===== src/rtl/ctrl_unit_mc.sv =====
// ---------------------------------------------------------------------------
// ctrl_unit_mc : multicycle control unit for the MIPS-subset datapath.
//
// Sequences fetch / decode / execute / memory / write-back for R-type
// add/sub/and/slt, addi, beq/bne, lw/sw and j, with configurable memory wait
// states and precise traps for invalid opcodes and arithmetic overflow.
//
// Parameters
//   MEM_WAIT   : extra memory cycles before read data is valid (0..7)
//   EXC_ENABLE : 1 = overflow / invalid opcode trap, 0 = ignored / NOP
//   EXC_VECTOR : handler address presented on ExcVector
//
// Ports
//   clk, reset                       clock, synchronous active-high reset
//   Instruction_31_26                opcode from the instruction register
//   Instruction_15_0                 immediate field, funct = [5:0]
//   Overflow, Zero, LT               ALU flags (combinational, same cycle)
//   WritePC .. WriteEPC              register / memory write enables
//   memAddrCtrl                      0 PC, 1 ALUOut
//   ALUSrcACtrl                      0 PC, 1 A
//   ALUSrcBCtrl                      00 B, 01 4, 10 sext imm, 11 sext imm<<2
//   PCSrcCtrl                        00 ALU, 01 ALUOut, 10 jump, 11 ExcVector
//   WriteRegCtrl                     00 rt, 01 rd, 11 $29
//   WriteDataCtrl                    00 ALUOut, 01 MDR, 11 const 227
//   ALUCtrl                          001 add, 010 sub, 011 and, 111 compare
//   ExcVector, ExcCause, resetOut    trap address, last trap cause, in-reset
// ---------------------------------------------------------------------------
module ctrl_unit_mc #(
    parameter int unsigned MEM_WAIT   = 2,
    parameter bit          EXC_ENABLE = 1'b1,
    parameter logic [31:0] EXC_VECTOR = 32'h000000FF
) (
    input  logic        clk,
    input  logic        reset,
    input  logic [5:0]  Instruction_31_26,
    input  logic [15:0] Instruction_15_0,
    input  logic        Overflow,
    input  logic        Zero,
    input  logic        LT,
    output logic        WritePC,
    output logic        WriteA,
    output logic        WriteB,
    output logic        WriteALUOut,
    output logic        WriteMDR,
    output logic        WriteMem,
    output logic        WriteInstruction,
    output logic        WriteReg,
    output logic        WriteEPC,
    output logic        memAddrCtrl,
    output logic        ALUSrcACtrl,
    output logic [1:0]  ALUSrcBCtrl,
    output logic [1:0]  PCSrcCtrl,
    output logic [1:0]  WriteRegCtrl,
    output logic [1:0]  WriteDataCtrl,
    output logic [2:0]  ALUCtrl,
    output logic [31:0] ExcVector,
    output logic [1:0]  ExcCause,
    output logic        resetOut
);

    localparam logic [2:0] WAIT_C = 3'(MEM_WAIT);

    localparam logic [5:0] OP_R    = 6'b000000;
    localparam logic [5:0] OP_J    = 6'b000010;
    localparam logic [5:0] OP_BEQ  = 6'b000100;
    localparam logic [5:0] OP_BNE  = 6'b000101;
    localparam logic [5:0] OP_ADDI = 6'b001000;
    localparam logic [5:0] OP_LW   = 6'b100011;
    localparam logic [5:0] OP_SW   = 6'b101011;

    localparam logic [5:0] FN_ADD  = 6'b100000;
    localparam logic [5:0] FN_SUB  = 6'b100010;
    localparam logic [5:0] FN_AND  = 6'b100100;
    localparam logic [5:0] FN_SLT  = 6'b101010;

    typedef enum logic [3:0] {
        S_RESET, S_FETCH, S_DECODE, S_EXEC_R, S_WB_R, S_EXEC_I, S_WB_I,
        S_BRANCH, S_JUMP, S_MEM_ADDR, S_MEM_RD, S_MEM_WB, S_MEM_WR, S_EXC
    } state_t;

    typedef struct packed {
        logic       wpc;
        logic       wa;
        logic       wb;
        logic       walu;
        logic       wmdr;
        logic       wmem;
        logic       wir;
        logic       wreg;
        logic       wepc;
        logic       maddr;
        logic       srca;
        logic [1:0] srcb;
        logic [1:0] pcsrc;
        logic [1:0] regdst;
        logic [1:0] wdata;
        logic [2:0] alu;
        logic       rst_out;
    } ctrl_t;

    state_t      state_r, state_nx_s;
    logic [2:0]  cnt_r, cnt_nx_s;
    logic        trap_r, trap_nx_s;
    logic [1:0]  cause_r, cause_nx_s;
    ctrl_t       out_r;

    logic        last_s;
    logic        funct_ok_s;
    logic        addsub_s;
    logic [2:0]  alu_funct_s;
    logic        unused_s;

    // Moore decode of a state; last = final counted cycle of that state,
    // trap = overflow already captured for the coming write-back.
    function automatic ctrl_t decode(input state_t st, input logic last,
                                     input logic trap, input logic [2:0] alu_r);
        ctrl_t c;
        c = '0;
        case (st)
            S_RESET: begin
                c.wreg    = 1'b1;
                c.regdst  = 2'b11;
                c.wdata   = 2'b11;
                c.rst_out = 1'b1;
            end
            S_FETCH: begin
                c.srcb = 2'b01;
                c.alu  = 3'b001;
                c.wpc  = last;
                c.wir  = last;
            end
            S_DECODE: begin
                c.wa   = 1'b1;
                c.wb   = 1'b1;
                c.walu = 1'b1;
                c.srcb = 2'b11;
                c.alu  = 3'b001;
            end
            S_EXEC_R: begin
                c.srca = 1'b1;
                c.alu  = alu_r;
                c.walu = 1'b1;
            end
            S_WB_R: begin
                c.wreg   = ~trap;
                c.regdst = 2'b01;
            end
            S_EXEC_I: begin
                c.srca = 1'b1;
                c.srcb = 2'b10;
                c.alu  = 3'b001;
                c.walu = 1'b1;
            end
            S_WB_I: begin
                c.wreg = ~trap;
            end
            S_BRANCH: begin
                c.srca  = 1'b1;
                c.alu   = 3'b111;
                c.pcsrc = 2'b01;
            end
            S_JUMP: begin
                c.pcsrc = 2'b10;
                c.wpc   = 1'b1;
            end
            S_MEM_ADDR: begin
                c.srca = 1'b1;
                c.srcb = 2'b10;
                c.alu  = 3'b001;
                c.walu = 1'b1;
            end
            S_MEM_RD: begin
                c.maddr = 1'b1;
                c.wmdr  = last;
            end
            S_MEM_WB: begin
                c.wreg  = 1'b1;
                c.wdata = 2'b01;
            end
            S_MEM_WR: begin
                c.maddr = 1'b1;
                c.wmem  = 1'b1;
            end
            S_EXC: begin
                c.wepc  = 1'b1;
                c.srcb  = 2'b01;
                c.alu   = 3'b010;
                c.wpc   = 1'b1;
                c.pcsrc = 2'b11;
            end
            default: c = '0;
        endcase
        return c;
    endfunction

    // LT needs no control action (ALUOut already holds the slt result).
    assign unused_s = ^{LT, Instruction_15_0[15:6]};
    assign last_s   = (cnt_r == WAIT_C);

    // funct decode: validity, add/sub overflow class and ALU operation.
    always_comb begin
        funct_ok_s  = 1'b1;
        addsub_s    = 1'b0;
        alu_funct_s = 3'b001;
        case (Instruction_15_0[5:0])
            FN_ADD:  addsub_s = 1'b1;
            FN_SUB: begin
                addsub_s    = 1'b1;
                alu_funct_s = 3'b010;
            end
            FN_AND:  alu_funct_s = 3'b011;
            FN_SLT:  alu_funct_s = 3'b111;
            default: funct_ok_s  = 1'b0;
        endcase
    end

    // Next-state, captured-overflow and trap-cause logic.
    always_comb begin
        state_nx_s = state_r;
        trap_nx_s  = trap_r;
        cause_nx_s = cause_r;
        case (state_r)
            S_RESET:  state_nx_s = S_FETCH;
            S_FETCH:  state_nx_s = last_s ? S_DECODE : S_FETCH;
            S_DECODE: begin
                if ((Instruction_31_26 == OP_R) && funct_ok_s) begin
                    state_nx_s = S_EXEC_R;
                end else if (Instruction_31_26 == OP_ADDI) begin
                    state_nx_s = S_EXEC_I;
                end else if ((Instruction_31_26 == OP_BEQ) || (Instruction_31_26 == OP_BNE)) begin
                    state_nx_s = S_BRANCH;
                end else if ((Instruction_31_26 == OP_LW) || (Instruction_31_26 == OP_SW)) begin
                    state_nx_s = S_MEM_ADDR;
                end else if (Instruction_31_26 == OP_J) begin
                    state_nx_s = S_JUMP;
                end else if (EXC_ENABLE) begin
                    state_nx_s = S_EXC;
                    cause_nx_s = 2'b01;
                end else begin
                    state_nx_s = S_FETCH;
                end
            end
            S_EXEC_R: begin
                state_nx_s = S_WB_R;
                trap_nx_s  = EXC_ENABLE & addsub_s & Overflow;
            end
            S_EXEC_I: begin
                state_nx_s = S_WB_I;
                trap_nx_s  = EXC_ENABLE & Overflow;
            end
            S_WB_R, S_WB_I: begin
                if (trap_r) begin
                    state_nx_s = S_EXC;
                    cause_nx_s = 2'b10;
                end else begin
                    state_nx_s = S_FETCH;
                end
            end
            S_MEM_ADDR: state_nx_s = (Instruction_31_26 == OP_LW) ? S_MEM_RD : S_MEM_WR;
            S_MEM_RD:   state_nx_s = last_s ? S_MEM_WB : S_MEM_RD;
            S_BRANCH, S_JUMP, S_MEM_WB, S_MEM_WR, S_EXC: state_nx_s = S_FETCH;
            default:    state_nx_s = S_RESET;
        endcase
        // Counter clears on every state change and saturates at MEM_WAIT.
        if (state_nx_s != state_r) begin
            cnt_nx_s = 3'd0;
        end else if (last_s) begin
            cnt_nx_s = cnt_r;
        end else begin
            cnt_nx_s = cnt_r + 3'd1;
        end
    end

    // State, counter, cause and registered output decode of the next state.
    always_ff @(posedge clk) begin
        if (reset) begin
            state_r <= S_RESET;
            cnt_r   <= 3'd0;
            trap_r  <= 1'b0;
            cause_r <= 2'b00;
            out_r   <= decode(S_RESET, 1'b0, 1'b0, 3'b001);
        end else begin
            state_r <= state_nx_s;
            cnt_r   <= cnt_nx_s;
            trap_r  <= trap_nx_s;
            cause_r <= cause_nx_s;
            out_r   <= decode(state_nx_s, (cnt_nx_s == WAIT_C), trap_nx_s, alu_funct_s);
        end
    end

    // Branch write is the single Mealy term: taken depends on this cycle's Zero.
    assign WritePC = out_r.wpc |
                     ((state_r == S_BRANCH) &&
                      ((Instruction_31_26 == OP_BNE) ? ~Zero : Zero));

    assign WriteA           = out_r.wa;
    assign WriteB           = out_r.wb;
    assign WriteALUOut      = out_r.walu;
    assign WriteMDR         = out_r.wmdr;
    assign WriteMem         = out_r.wmem;
    assign WriteInstruction = out_r.wir;
    assign WriteReg         = out_r.wreg;
    assign WriteEPC         = out_r.wepc;
    assign memAddrCtrl      = out_r.maddr;
    assign ALUSrcACtrl      = out_r.srca;
    assign ALUSrcBCtrl      = out_r.srcb;
    assign PCSrcCtrl        = out_r.pcsrc;
    assign WriteRegCtrl     = out_r.regdst;
    assign WriteDataCtrl    = out_r.wdata;
    assign ALUCtrl          = out_r.alu;
    assign resetOut         = out_r.rst_out;
    assign ExcCause         = cause_r;
    assign ExcVector        = EXC_VECTOR;

endmodule

===== config.mk =====
export PLATFORM = sky130hd
export DESIGN_NAME = ctrl_unit_mc
export DESIGN_NICKNAME = d
export VERILOG_FILES = /design/src/rtl/ctrl_unit_mc.sv
export SDC_FILE = /design/constraint.sdc
export NUM_CORES = 1
export LEC_CHECK = 0
export CORE_ASPECT_RATIO = 1.5
export CORE_UTILIZATION = 30
export CTS_BUF_LIST = sky130_fd_sc_hd__clkbuf_16
export DETAILED_ROUTE_END_ITERATION = 10
export PLACE_DENSITY = 0.67
export RECOVER_POWER = 100
export SETUP_SLACK_MARGIN = 0.3
export SLEW_MARGIN = 5
export SYNTH_ARGS = -nofsm -noshare
export SYNTH_HDL_FRONTEND = slang
export SYNTH_SLANG_ARGS = --single-unit

===== constraint.sdc =====
create_clock -name clk -period 3 [get_ports clk]
set_clock_uncertainty 0.2 [all_clocks]
set_input_delay 0.45 -clock clk [delete_from_list [all_inputs] [get_ports clk]]
set_output_delay 0.45 -clock clk [all_outputs]
set_load 0.01 [all_outputs]

[Yosys cells after proc, flatten, opt, wreduce, memory -nomap -nowiden]
Index checks and enable logic that the tools add are counted.
Word-level totals
  register bits after elaboration: 33
  input bits: 27
Cells by class
  add/sub/neg operators: 1
  bitwise gates (word level): 6
  equality and inequality tests: 45
  mux-type cells: 38
  reductions and logical operators: 24
Operators by type and width (number)
  $eq 4x4->1 const B: 12
  $eq 6x6->1 const B: 6
  $eq 4x3->1 const B: 8
  $pmux 4 s8: 1
  $reduce_or 2->1: 10
  $eq 4x2->1 const B: 4
  $mux 2: 8
  $mux 4: 4
  $reduce_or 4->1: 4
  $mux 3: 5
  $eq 6x3->1 const B: 2
  $ne 2x2->1 const B: 6
  $pmux 2 s2: 3
  $pmux 2 s3: 2
  $pmux 3 s4: 1
  $mux 1: 10
  $pmux 3 s3: 1
  $eq 4x1->1 const B: 2
  $logic_not 4->1: 2
  $reduce_and 7->1: 1
  $eq 3x2->1 const B: 2
  $eq 6x2->1 const B: 1
  $eq 6x4->1 const B: 1
  $logic_not 6->1: 1
  10 further kinds: 17

[Longest topological paths before layout]
  word-level depth: 11
  depth in mapped cells: 9
  mapped depth without buffers: 9

[Worst setup path before layout]
No wires, ideal clock.
  path kind: register -> register
  from: register, netlist name cnt_r[0]
  to: register cause_r[1] (netlist: ExcCause[1])
  required time: 2.684 ns
  library setup time: 0.116 ns
  clock period less this slack: 2.662 ns
  data arrival time: 2.346 ns
  setup slack: 0.338 ns
  cell stages (with the launch flop): 9
  path through: dfxtp_1 > inv_1 > ha_1 > nor2b_1 > nor2_1 > o32ai_1 > or3_1 > or4_1 > a31o_1
RTL lines
  end signal, assigned: RTL line 286  | cause_r <= cause_nx_s;
  end, declared: RTL line 104  | logic [1:0] cause_r, cause_nx_s;

[Worst setup path in the final report]
  from: register state_r[0]
  to: register cause_r[1] (netlist: ExcCause[1])
On the way
  cells in the longest elaborated chain, start to end: 4
  elaborated cells between the ends (all ways): 13
  those cells by class: eq/ne (9); mux (1); reduce/logical (3)
RTL lines
  start, declared: RTL line 101  | state_t state_r, state_nx_s;
  start signal, assigned: RTL line 283  | state_r <= state_nx_s;
  $eq 4x3->1: RTL line 222  | case (state_r)
  $reduce_or 2->1: RTL line 222
  $ne 2x2->1 (no line) / $reduce_bool 2->1 (equally long branches)
  $reduce_and 7->1 (no line)
Parallel ways exist; a longest one is shown, timed or not.
A chain may end at the register's enable or synchronous reset.

==> out/results.ini <==
[cts]
cts-htree-levels=2
cts_buffer_depth=2
hold_buffers=0
cts_tree=built
cts_root_buf=clkbuf_16
cts_sinks=30
cts.clk_slew.worst_paths_ns=0.05
clkLatencyLatePin_ns=0.27
cts_made_buffers=5

[timing]
maxClockFrequency_mhz=366
rsz0062_at_grt=false
slew_viol_final=0
setup_ws_ns=0.269
period_needed_ns=2.73
finalHoldViolCount=0
fin_crit_sh_pct=91.0
fin_setup_tns_ns=0
setup_violations=0
slew_headroom_pct=50.1
tightest_slew_ns=0.744

[placed_design]
gp_congestion=0.923
io_buffer_count=40
dp_cells=379
dp_slack_ns=-0.256
placed_cell_area_mm2=0.00260
hpwl_um=4330

[global_routing]
grtUsageTotal_pct=16.0
grt_remaining_overflow=0
antenna_found_initial=0
grt_pass1_wl_um=8850
grt_max_degree=15
grt_pass1_vias=1887

[pwr]
pwr-share-clk_pct=42.8
p_sw_share_pct=25.8
leakagePower_uw=0.00121
cellPowerDensity_mw_per_mm2=383
comb_power_share_pct=18.2
p_int_uw=804
ir_worst_vdd_mv=0.252
pwr-share-seq_pct=39.1
switching_power_uw=279

[die]
die_area_mm2=0.00720
die_w_um=69.6
initial_core_util_pct=31.3
coreArea_mm2=0.00658
num_rows=36
ios=84
fp.dieH_um=103

[critical_path]
ff2ff_setup_slack_ns=0.27
reg2reg_from=state_r[0]
required_ns=2.97
r2r_end=ExcCause[1]
cp.arrival_ns=2.70
crit_path_end_kind=register
r2r_cells=7
startpoint_type=register
crit_fanout=10
path_class=reg2reg

[logic_synthesis]
synth_edf_count=0
synth-main-ff-cell=dfxtp_1
synth_area_mm2=0.00206
synth_top_area_share_pct=29.2
yosysTopAreaCell=dfxtp_1
synth-seq-area-share_pct=29.2
ys_warn_count=0
ys_top_cells_by_area=dfxtp_1, buf_4, nor2_1
synth_cell_types=62
synthCells=246
synth.ff_latch_count=30
async_reset_ff_share_pct=0
synth_area_per_cell_um2=8.36

[route]
drtPass1Iterations=4
vias=1935
wirelength_um=5640
ant_nets=0
drt_iter0_drc=73
drc=0
routedWlPerCell_um=14.3
vias_per_cell=4.90

[finish]
antenna_cells=0
final_util_pct=43.0
finalNonFillerCells=395
final_area_mm2=0.00283
drive_gt1_share_pct=21.6
syn2layout_area_growth_pct=37.3
nets=347

[hold_path]
min_from=ExcCause[0]
worstHoldPathCells=2
hold_path.class=reg2reg
min_delay_worst_endpoint=ExcCause[0]

[flow_run]
maxCapViolations=0

[run_status]
status=completed

worst max path at each step:
stage	startpoint	end	depth (start not counted)	slack, ns
2_1_floorplan	cnt_r[0]	ExcCause[1]	8	0.34
3_3_place_gp	Instruction_31_26[5]	ALUSrcACtrl	10	-0.23
3_5_place_dp	Instruction_31_26[5]	WritePC	6	-0.26
4_1_cts	Instruction_15_0[4]	out_r[22]	7	0.32
5_1_grt	state_r[0]	ExcCause[1]	7	0.16
6_report	state_r[0]	ExcCause[1]	7	0.27
routing by layer:
layer  track usage [%]  share of wire, %  up-vias
li1                  -                 -      942
met1              16.0                38      909
met2              30.8                54       70
met3              2.62               4.4       14
met4              10.0               3.8        0
met5                 0                 0        -
synthesized netlist by cell type (4+ instances only):
cell type and count:
nand3_1 9, nand2_1 11, buf_4 44, o21a_1 4, xnor2_1 5, nor2b_1 8, nor4_1 4, and2_1 4
nor3_1 6, inv_1 12, dfxtp_1 30, nand2b_1 6, a21oi_1 9, o21ai_0 9, nor2_1 17
power groups by stage:
stage	combinational [uW]	clock (uW)	sequential, uW
after CTS	199	472	423
after global routing	214	488	425
after global placement	194	0	430
final	197	463	423
after floorplan	137	0	429
after detailed placement	194	0	430
per-stage QoR:
step / power [uW] / hold slack (ns)
floorplan: 565 / 0.278
global placement: 624 / 0.247
detailed placement: 625 / 0.254
CTS: 1090 / 0.263
global route: 1130 / 0.296
finish: 1080 / 0.260
state kept, by name, indices dropped and copies added (netlist names):
name              cells
WriteDataCtrl         1
WriteEPC              1
WriteInstruction      1
PCSrcCtrl             2
out_r                 1
ALUSrcACtrl           1
WriteReg              1
memAddrCtrl           1
state_r               4
WriteALUOut           1
ExcCause              2
ALUCtrl               3
WriteMem              1
WriteRegCtrl          2
ALUSrcBCtrl           2
cnt_r                 3
WriteMDR              1
trap_r                1
WriteA                1
logic make-up (layout without fill, tap and decap cells):
kind of cell	count (synthesis)	count (layout)	synth area share [%]
XOR/XNOR	7	7	2.98
buffers and inverters	65	108	20.1
adder cells (fa/ha/maj)	2	2	1.22
flip-flops	30	30	29.2
AND/OR/NAND/NOR	81	81	23.2
multiplexers	4	4	2.01
AO/OA/AOI/OAI	55	55	20.9
other	2	32	0.365
layout make-up:
| cell class | instances | area (um^2) |
|---|---|---|
| multi-input combinational | 181 | 1220 |
| fill | 675 | 3750 |
| clock buffer | 5 | 125 |
| clock inverter | 3 | 12.5 |
| sequential | 30 | 602 |
| timing repair buffer | 88 | 728 |
| tap | 76 | 95.1 |
| inverter | 12 | 45.0 |
critical path: stages (launching register included):
cell and delay (ns):
dfxtp_1 0.43, clkbuf_1 0.23, or4bb_1 0.52, o31ai_1 0.09, a221o_1 0.24, nor2_1 0.09, or4_1 0.58, a31o_1 0.25
layout by cell type, fill, tap and decap left out, drive strengths merged, types with 3 or more instances in the layout:
master         Yosys  routed
a21o               3       3
a21oi              9       9
and2               4       4
buf               49      41
clkbuf             4      15
clkdlybuf4s50      0       5
conb               2      32
dfxtp             30      30
dlygate4sd2        0       6
dlygate4sd3        0      24
inv               12      13
mux2i              3       3
nand2             11      11
nand2b             6       6
nand3              9       9
nor2              17      17
nor2b              8       8
nor3               6       6
nor4               5       5
o21a               4       4
o21ai              9       9
o221ai             3       3
o32ai              3       3
or3b               3       3
xnor2              5       5
timing repair:
| action | 4_1_cts | 5_1_grt |
|---|---|---|
| gates resized for setup | 26 | 21 |
| pin swaps | 7 | 11 |
| cloned | 0 | 0 |
| setup buffers | 5 | 3 |
| setup endpoints to repair | 26 | 17 |
Note: power is estimated with default switching activity, not from simulation.
